**src/rtl/ysyx_22050019_mdu_pkg.sv**
```systemverilog
// Shared definitions for the MUL/DIV issue scheduler.
// Op bit indices, unit masks and FSM state encoding.
package ysyx_22050019_mdu_pkg;

    localparam int OP_DIV    = 0;
    localparam int OP_DIVU   = 1;
    localparam int OP_REM    = 2;
    localparam int OP_REMU   = 3;
    localparam int OP_DIVW   = 4;
    localparam int OP_DIVUW  = 5;
    localparam int OP_REMW   = 6;
    localparam int OP_REMUW  = 7;
    localparam int OP_MUL    = 8;
    localparam int OP_MULH   = 9;
    localparam int OP_MULHSU = 10;
    localparam int OP_MULHU  = 11;
    localparam int OP_MULW   = 12;

    localparam logic [12:0] DIV_MASK = 13'h00FF;
    localparam logic [12:0] MUL_MASK = 13'h1F00;
    localparam logic [12:0] W_MASK   = 13'h10F0;

    typedef enum logic [2:0] {
        S_IDLE,
        S_MUL,
        S_DIV,
        S_DONE,
        S_DRAIN
    } state_t;

    function automatic logic is_onehot(input logic [12:0] v);
        return (v != 13'd0) && ((v & (v - 13'd1)) == 13'd0);
    endfunction

endpackage

```
**src/rtl/ysyx_22050019_mdu_wdog.sv**
```systemverilog
// Busy-cycle watchdog: clearable up-counter with an expiry flag.
// Expiry is flagged while the count sits at TIMEOUT-1.
module ysyx_22050019_mdu_wdog #(
    parameter int TIMEOUT = 128
) (
    input  logic clk,
    input  logic rst_n,
    input  logic clr,
    input  logic en,
    output logic expire
);

    localparam int CW = (TIMEOUT > 2) ? $clog2(TIMEOUT) : 1;
    localparam logic [CW-1:0] LIMIT = CW'(TIMEOUT - 1);

    logic [CW-1:0] cnt;

    always_ff @(posedge clk) begin
        if (!rst_n) begin
            cnt <= '0;
        end else if (clr) begin
            cnt <= '0;
        end else if (en) begin
            cnt <= cnt + CW'(1);
        end
    end

    assign expire = en && !clr && (cnt == LIMIT);

endmodule

```
**src/rtl/ysyx_22050019_mdu_sched.sv**
```systemverilog
// Issue/sequencing controller for the shared multi-cycle MUL/DIV units.
// Optional build macro: MDU_DIV0_BYPASS_EN (divide-by-zero bypass).
module ysyx_22050019_mdu_sched
    import ysyx_22050019_mdu_pkg::*;
#(
    parameter int XLEN    = 64,
    parameter int TIMEOUT = 128
) (
    input  logic            clk,
    input  logic            rst_n,
    input  logic            req_valid,
    output logic            req_ready,
    input  logic [12:0]     req_op,
    input  logic [XLEN-1:0] req_a,
    input  logic [XLEN-1:0] req_b,
    input  logic            flush,
    output logic            resp_valid,
    input  logic            resp_ready,
    output logic [XLEN-1:0] resp_data,
    output logic            busy,
    output logic            err,
    output logic            mult_valid,
    output logic [4:0]      mult_type,
    input  logic            mult_stall,
    input  logic            mult_ok,
    input  logic [XLEN-1:0] mult_out,
    output logic            div_valid,
    output logic [7:0]      div_type,
    input  logic            div_stall,
    input  logic            div_ok,
    input  logic [XLEN-1:0] div_out,
    output logic [XLEN-1:0] unit_a,
    output logic [XLEN-1:0] unit_b,
    output logic            result_ready
);

    state_t          state;
    logic [12:0]     op_q;
    logic [XLEN-1:0] a_q;
    logic [XLEN-1:0] b_q;
    logic            is_mul_q;
    logic            unit_ok;
    logic [XLEN-1:0] unit_out;
    logic            active;
    logic            expire;
    logic            wd_clr;
    logic            div0;
    logic [XLEN-1:0] div0_res;
    logic            unused_stall;

    // Units never back-pressure the result path; stall is informational.
    assign unused_stall = mult_stall ^ div_stall;

    assign is_mul_q = |(op_q & MUL_MASK);
    assign unit_ok  = is_mul_q ? mult_ok : div_ok;
    assign unit_out = is_mul_q ? mult_out : div_out;

    assign active = (state == S_MUL) || (state == S_DIV)
                 || (state == S_DRAIN);
    assign wd_clr = !active || (flush && state != S_DRAIN);

`ifdef MDU_DIV0_BYPASS_EN
    always_comb begin
        div0     = 1'b0;
        div0_res = '1;
        if (|(req_op & DIV_MASK)) begin
            if (|(req_op & W_MASK)) begin
                div0 = (req_b[31:0] == 32'd0);
            end else begin
                div0 = (req_b == '0);
            end
        end
        unique case (1'b1)
            req_op[OP_REM], req_op[OP_REMU]:
                div0_res = req_a;
            req_op[OP_REMW], req_op[OP_REMUW]:
                div0_res = {{(XLEN-32){req_a[31]}}, req_a[31:0]};
            default:
                div0_res = '1;
        endcase
    end
`else
    assign div0     = 1'b0;
    assign div0_res = '0;
`endif

    ysyx_22050019_mdu_wdog #(
        .TIMEOUT(TIMEOUT)
    ) u_wdog (
        .clk   (clk),
        .rst_n (rst_n),
        .clr   (wd_clr),
        .en    (active),
        .expire(expire)
    );

    always_ff @(posedge clk) begin
        if (!rst_n) begin
            state      <= S_IDLE;
            op_q       <= '0;
            a_q        <= '0;
            b_q        <= '0;
            resp_data  <= '0;
            err        <= 1'b0;
            mult_valid <= 1'b0;
            div_valid  <= 1'b0;
        end else begin
            err        <= 1'b0;
            mult_valid <= 1'b0;
            div_valid  <= 1'b0;
            unique case (state)
                S_IDLE: begin
                    if (req_valid && !flush) begin
                        op_q <= req_op;
                        a_q  <= req_a;
                        b_q  <= req_b;
                        // Malformed ops are swallowed without a response.
                        if (is_onehot(req_op)) begin
                            if (|(req_op & MUL_MASK)) begin
                                state      <= S_MUL;
                                mult_valid <= 1'b1;
                            end else if (div0) begin
                                state     <= S_DONE;
                                resp_data <= div0_res;
                            end else begin
                                state     <= S_DIV;
                                div_valid <= 1'b1;
                            end
                        end
                    end
                end
                S_MUL, S_DIV: begin
                    if (expire) begin
                        state <= S_IDLE;
                        err   <= 1'b1;
                    end else if (unit_ok && flush) begin
                        state <= S_IDLE;
                    end else if (unit_ok) begin
                        state     <= S_DONE;
                        resp_data <= unit_out;
                    end else if (flush) begin
                        state <= S_DRAIN;
                    end
                end
                S_DONE: begin
                    if (flush || resp_ready) begin
                        state <= S_IDLE;
                    end
                end
                S_DRAIN: begin
                    if (expire) begin
                        state <= S_IDLE;
                        err   <= 1'b1;
                    end else if (unit_ok) begin
                        state <= S_IDLE;
                    end
                end
                default: state <= S_IDLE;
            endcase
        end
    end

    assign req_ready    = (state == S_IDLE) && !flush;
    assign resp_valid   = (state == S_DONE);
    assign busy         = (state != S_IDLE);
    assign result_ready = active;
    assign mult_type    = op_q[12:8];
    assign div_type     = op_q[7:0];
    assign unit_a       = a_q;
    assign unit_b       = b_q;

endmodule

```
**config.mk**
```make
export PLATFORM = sky130hd
export DESIGN_NAME = ysyx_22050019_mdu_sched
export DESIGN_NICKNAME = d
export VERILOG_FILES = /design/src/rtl/ysyx_22050019_mdu_pkg.sv /design/src/rtl/ysyx_22050019_mdu_wdog.sv /design/src/rtl/ysyx_22050019_mdu_sched.sv
export SDC_FILE = /design/constraint.sdc
export NUM_CORES = 1
export LEC_CHECK = 0
export BUFFER_PORTS_ARGS = -buffer_cell sky130_fd_sc_hd__buf_2
export CAP_MARGIN = 30
export CORE_AREA = 2 2 193 195
export DETAILED_ROUTE_END_ITERATION = 12
export DIE_AREA = 0 0 195 197
export PLACE_DENSITY = 0.61
export SYNTH_ARGS = -nofsm -noshare
export SYNTH_HDL_FRONTEND = slang
export SYNTH_SLANG_ARGS = --single-unit
```
**constraint.sdc**
```tcl
create_clock -name clk -period 2.7 [get_ports clk]
set_input_delay 0.54 -clock clk [delete_from_list [all_inputs] [get_ports clk]]
set_output_delay 0.54 -clock clk [all_outputs]
set_load 0.02 [all_outputs]
```
==> impl_metrics.py <==
metrics = {
    "pwr": {
        "ir_drop_mv": 0.403,
        "power_density_nw_per_um2": 595,
        "cellLeakagePower_nw": 6.77,
    },
    "clock_network": {
        "clock_latency_ps": 520,
        "clk_path_buf_depth": 3,
        "cts_buffers": 25,
        "cts_repair_resize_count": 0,
        "h-tree-depth": 1,
        "clk_pin_slew_ps": 60,
        "ctsHoldBuffers": 0,
        "post_cts_buffers": 0,
        "cts_tree": "built",
        "root_buffer": "clkbuf_16",
        "cts.sinks": 218,
    },
    "flow_run": {
        "maxCapViolations": 0,
    },
    "synth": {
        "async_flop_share_pct": 0,
        "yosysWarnings": 0,
        "ys_seq_area_share_pct": 48.8,
        "synth.distinct_cells": 44,
        "netlist_area_um2": 8950,
        "synth_ff_type": "dfxtp_1",
        "syn_nets": 1289,
        "ys_ff_latch": 218,
        "synth_edf_count": 0,
        "syn_area_per_cell_um2": 8.86,
        "syn_inst": 1010,
    },
    "sta": {
        "slew_violations": 0,
        "finalHoldViolCount": 0,
        "clock.fmax_mhz": 407,
        "rsz0062_at_grt": "no",
        "period_needed_ps": 2460,
        "setup_viol": 0,
        "relSlewSlack_pct": 61.5,
        "tns_ps": 0,
        "clock_skew_ps": 6.77,
        "tightestPinTransition_ps": 578,
        "fin_crit_sh_pct": 90.9,
    },
    "layout": {
        "synthToLayoutAreaGrowth_pct": 42.5,
        "post-route-util_pct": 35.2,
        "drive_gt1_share_pct": 37.3,
        "design.final.nets": 1748,
        "fin_area_um2": 12800,
    },
    "placed_design": {
        "place_congestion": 0.787,
        "io_buffers": 487,
        "dp_hpwl_um": 22300,
        "post_dp_cell_area_um2": 12000,
    },
    "setup_path": {
        "path_common_cell": "buf_12",
        "slowest_stage": "or4_4",
        "cp-start-kind": "flip-flop",
        "cp_num_buf_inv": 2,
        "cp_max_fo": 46,
        "path_cells": "or4_4 > or3b_1 > a211oi_4 > buf_12 > buf_12 > nand2_1 > o211a_1",
        "cp_top_family": "simple AND/OR/NAND/NOR gates",
        "arrival_ps": 2860,
        "slowest_delay_ps": 560,
        "cp-end-kind": "flip-flop",
        "critical_path_class": "reg2reg",
        "crit_required_ps": 3110,
    },
    "die": {
        "dieArea_um2": 38400,
        "die_w_um": 195,
        "initial_core_util_pct": 24.7,
        "die_h_um": 197,
        "io_pins": 490,
        "rows": 70,
        "core_area_um2": 36300,
    },
    "routing": {
        "wire_per_inst_um": 15.1,
        "finalWirelength_um": 29500,
        "vias": 8587,
        "drcViolationCount": 0,
        "postRouteAntennaNets": 0,
        "dr.pass1.iters": 4,
        "drt-initial-drc-count": 244,
        "vias_per_cell": 4.39,
    },
    "grt": {
        "grt_max_degree": 92,
        "grt_antenna_before_repair": 6,
        "grt_pass1_vias": 8077,
        "grt.overflow.total": 0,
        "grt_pass1_wl_um": 44600,
        "track_usage_pct": 14.6,
    },
    "min_path": {
        "min_path_type": "in2reg",
    },
    "outcome": {
        "status": "completed",
    },
}
-- cells in the mapped netlist (3+ instances only) --
cell	number	area share (%)
clkbuf_1	58	2.4
or2_2	3	0.21
nor3_1	4	0.22
a21boi_0	141	12
nand2_1	354	15
o211a_1	64	7.2
o21ai_0	7	0.39
a21oi_1	6	0.34
o31ai_1	3	0.25
mux2i_1	65	7.3
dfxtp_1	218	49
nand4_1	3	0.21
nor2b_1	5	0.35
nor2_1	17	0.71
buf_2	20	1.1
or4_1	4	0.34
xor2_1	5	0.49
-- through the flow --
step	worst slack, ps	instances	hold slack [ps]	power [W]
final	245	1956	265	0.00759
after global routing	92.9	1955	250	0.00794
after CTS	226	1954	227	0.00774
after detailed placement	141	1910	445	0.00442
after global placement	150	1910	429	0.00441
after floorplan	447	1010	413	0.00396
-- power breakdown --
part | total, W | switching, W | leakage, nW | internal (W)
registers | 0.00336 | 0.0000463 | 1.77 | 0.00331
clock network | 0.00325 | 0.00134 | 0.377 | 0.00191
logic | 0.000972 | 0.000546 | 4.62 | 0.000426
-- state kept, by name, summed over array words and instances, names as in the netlist --
signal      count
resp_data      64
mult_valid      1
state           3
unit_b         64
div_valid       1
err             1
u_wdog.cnt      7
unit_a         64
op_q           13
-- cell type report --
type | count | area [µm²]
fill | 3815 | 23500
sequential | 218 | 4360
multi-input combinational | 713 | 4290
timing repair buffer | 510 | 2730
clock buffer | 37 | 711
tap | 468 | 586
clock inverter | 7 | 68.8
antenna | 2 | 5.00
inverter | 1 | 3.75
-- kinds of logic (layout without fill, tap and decap cells) --
logic type / count (synthesis) / after routing / share of synthesized area, %
other cells: 0 / 2 / 0
buf+inv: 79 / 555 / 3.59
mux: 65 / 65 / 7.27
xor+xnor: 6 / 6 / 0.587
flops: 218 / 218 / 48.8
simple gates: 405 / 405 / 18.1
fa+ha+maj: 2 / 2 / 0.252
compound gates: 235 / 235 / 21.4
-- path summary, 6_finish.rpt --
path	slack [ps]	cells after the start	start	endpoint
max	240	7	op_q[8]$_SDFFE_PN0P_	resp_data[30]$_SDFFE_PN0P_
min	270	3	req_b[40]	unit_b[40]$_SDFFE_PN0P_
max reg2reg	240	7	op_q[8]$_SDFFE_PN0P_	resp_data[30]$_SDFFE_PN0P_
min reg2reg	450	1	u_wdog.cnt[0]$_SDFFE_PP0N_	u_wdog.cnt[0]$_SDFFE_PP0N_
-- cell usage in the layout (no fill, tap or decap), types with 4 or more instances in the layout --
cell / synthesis / layout
xor2_1: 5 / 5
dfxtp_1: 218 / 218
a21boi_0: 141 / 141
o211a_1: 64 / 64
or4_1: 4 / 4
clkbuf_8: 0 / 4
clkbuf_1: 58 / 8
buf_2: 20 / 486
a21oi_1: 6 / 6
mux2i_1: 65 / 65
o21ai_0: 7 / 7
buf_12: 0 / 9
nand2_1: 354 / 353
buf_4: 0 / 14
nor3_1: 4 / 4
clkbuf_16: 0 / 25
nor2_1: 17 / 17
nor2b_1: 5 / 5
-- routing by layer --
layer	GRT usage (%)	part of all wire, %	up-vias
met3	3.82	7.8	43
met5	0	0.10	-
li1	-	-	4339
met2	26.7	50	330
met4	3.85	2.1	4
met1	16.7	40	3871
-- worst min-delay path: stages --
cell and delay, ps:
buf_2 90, nand2_1 40, a21boi_0 60
No activity file was read; power rests on OpenSTA's default activity.
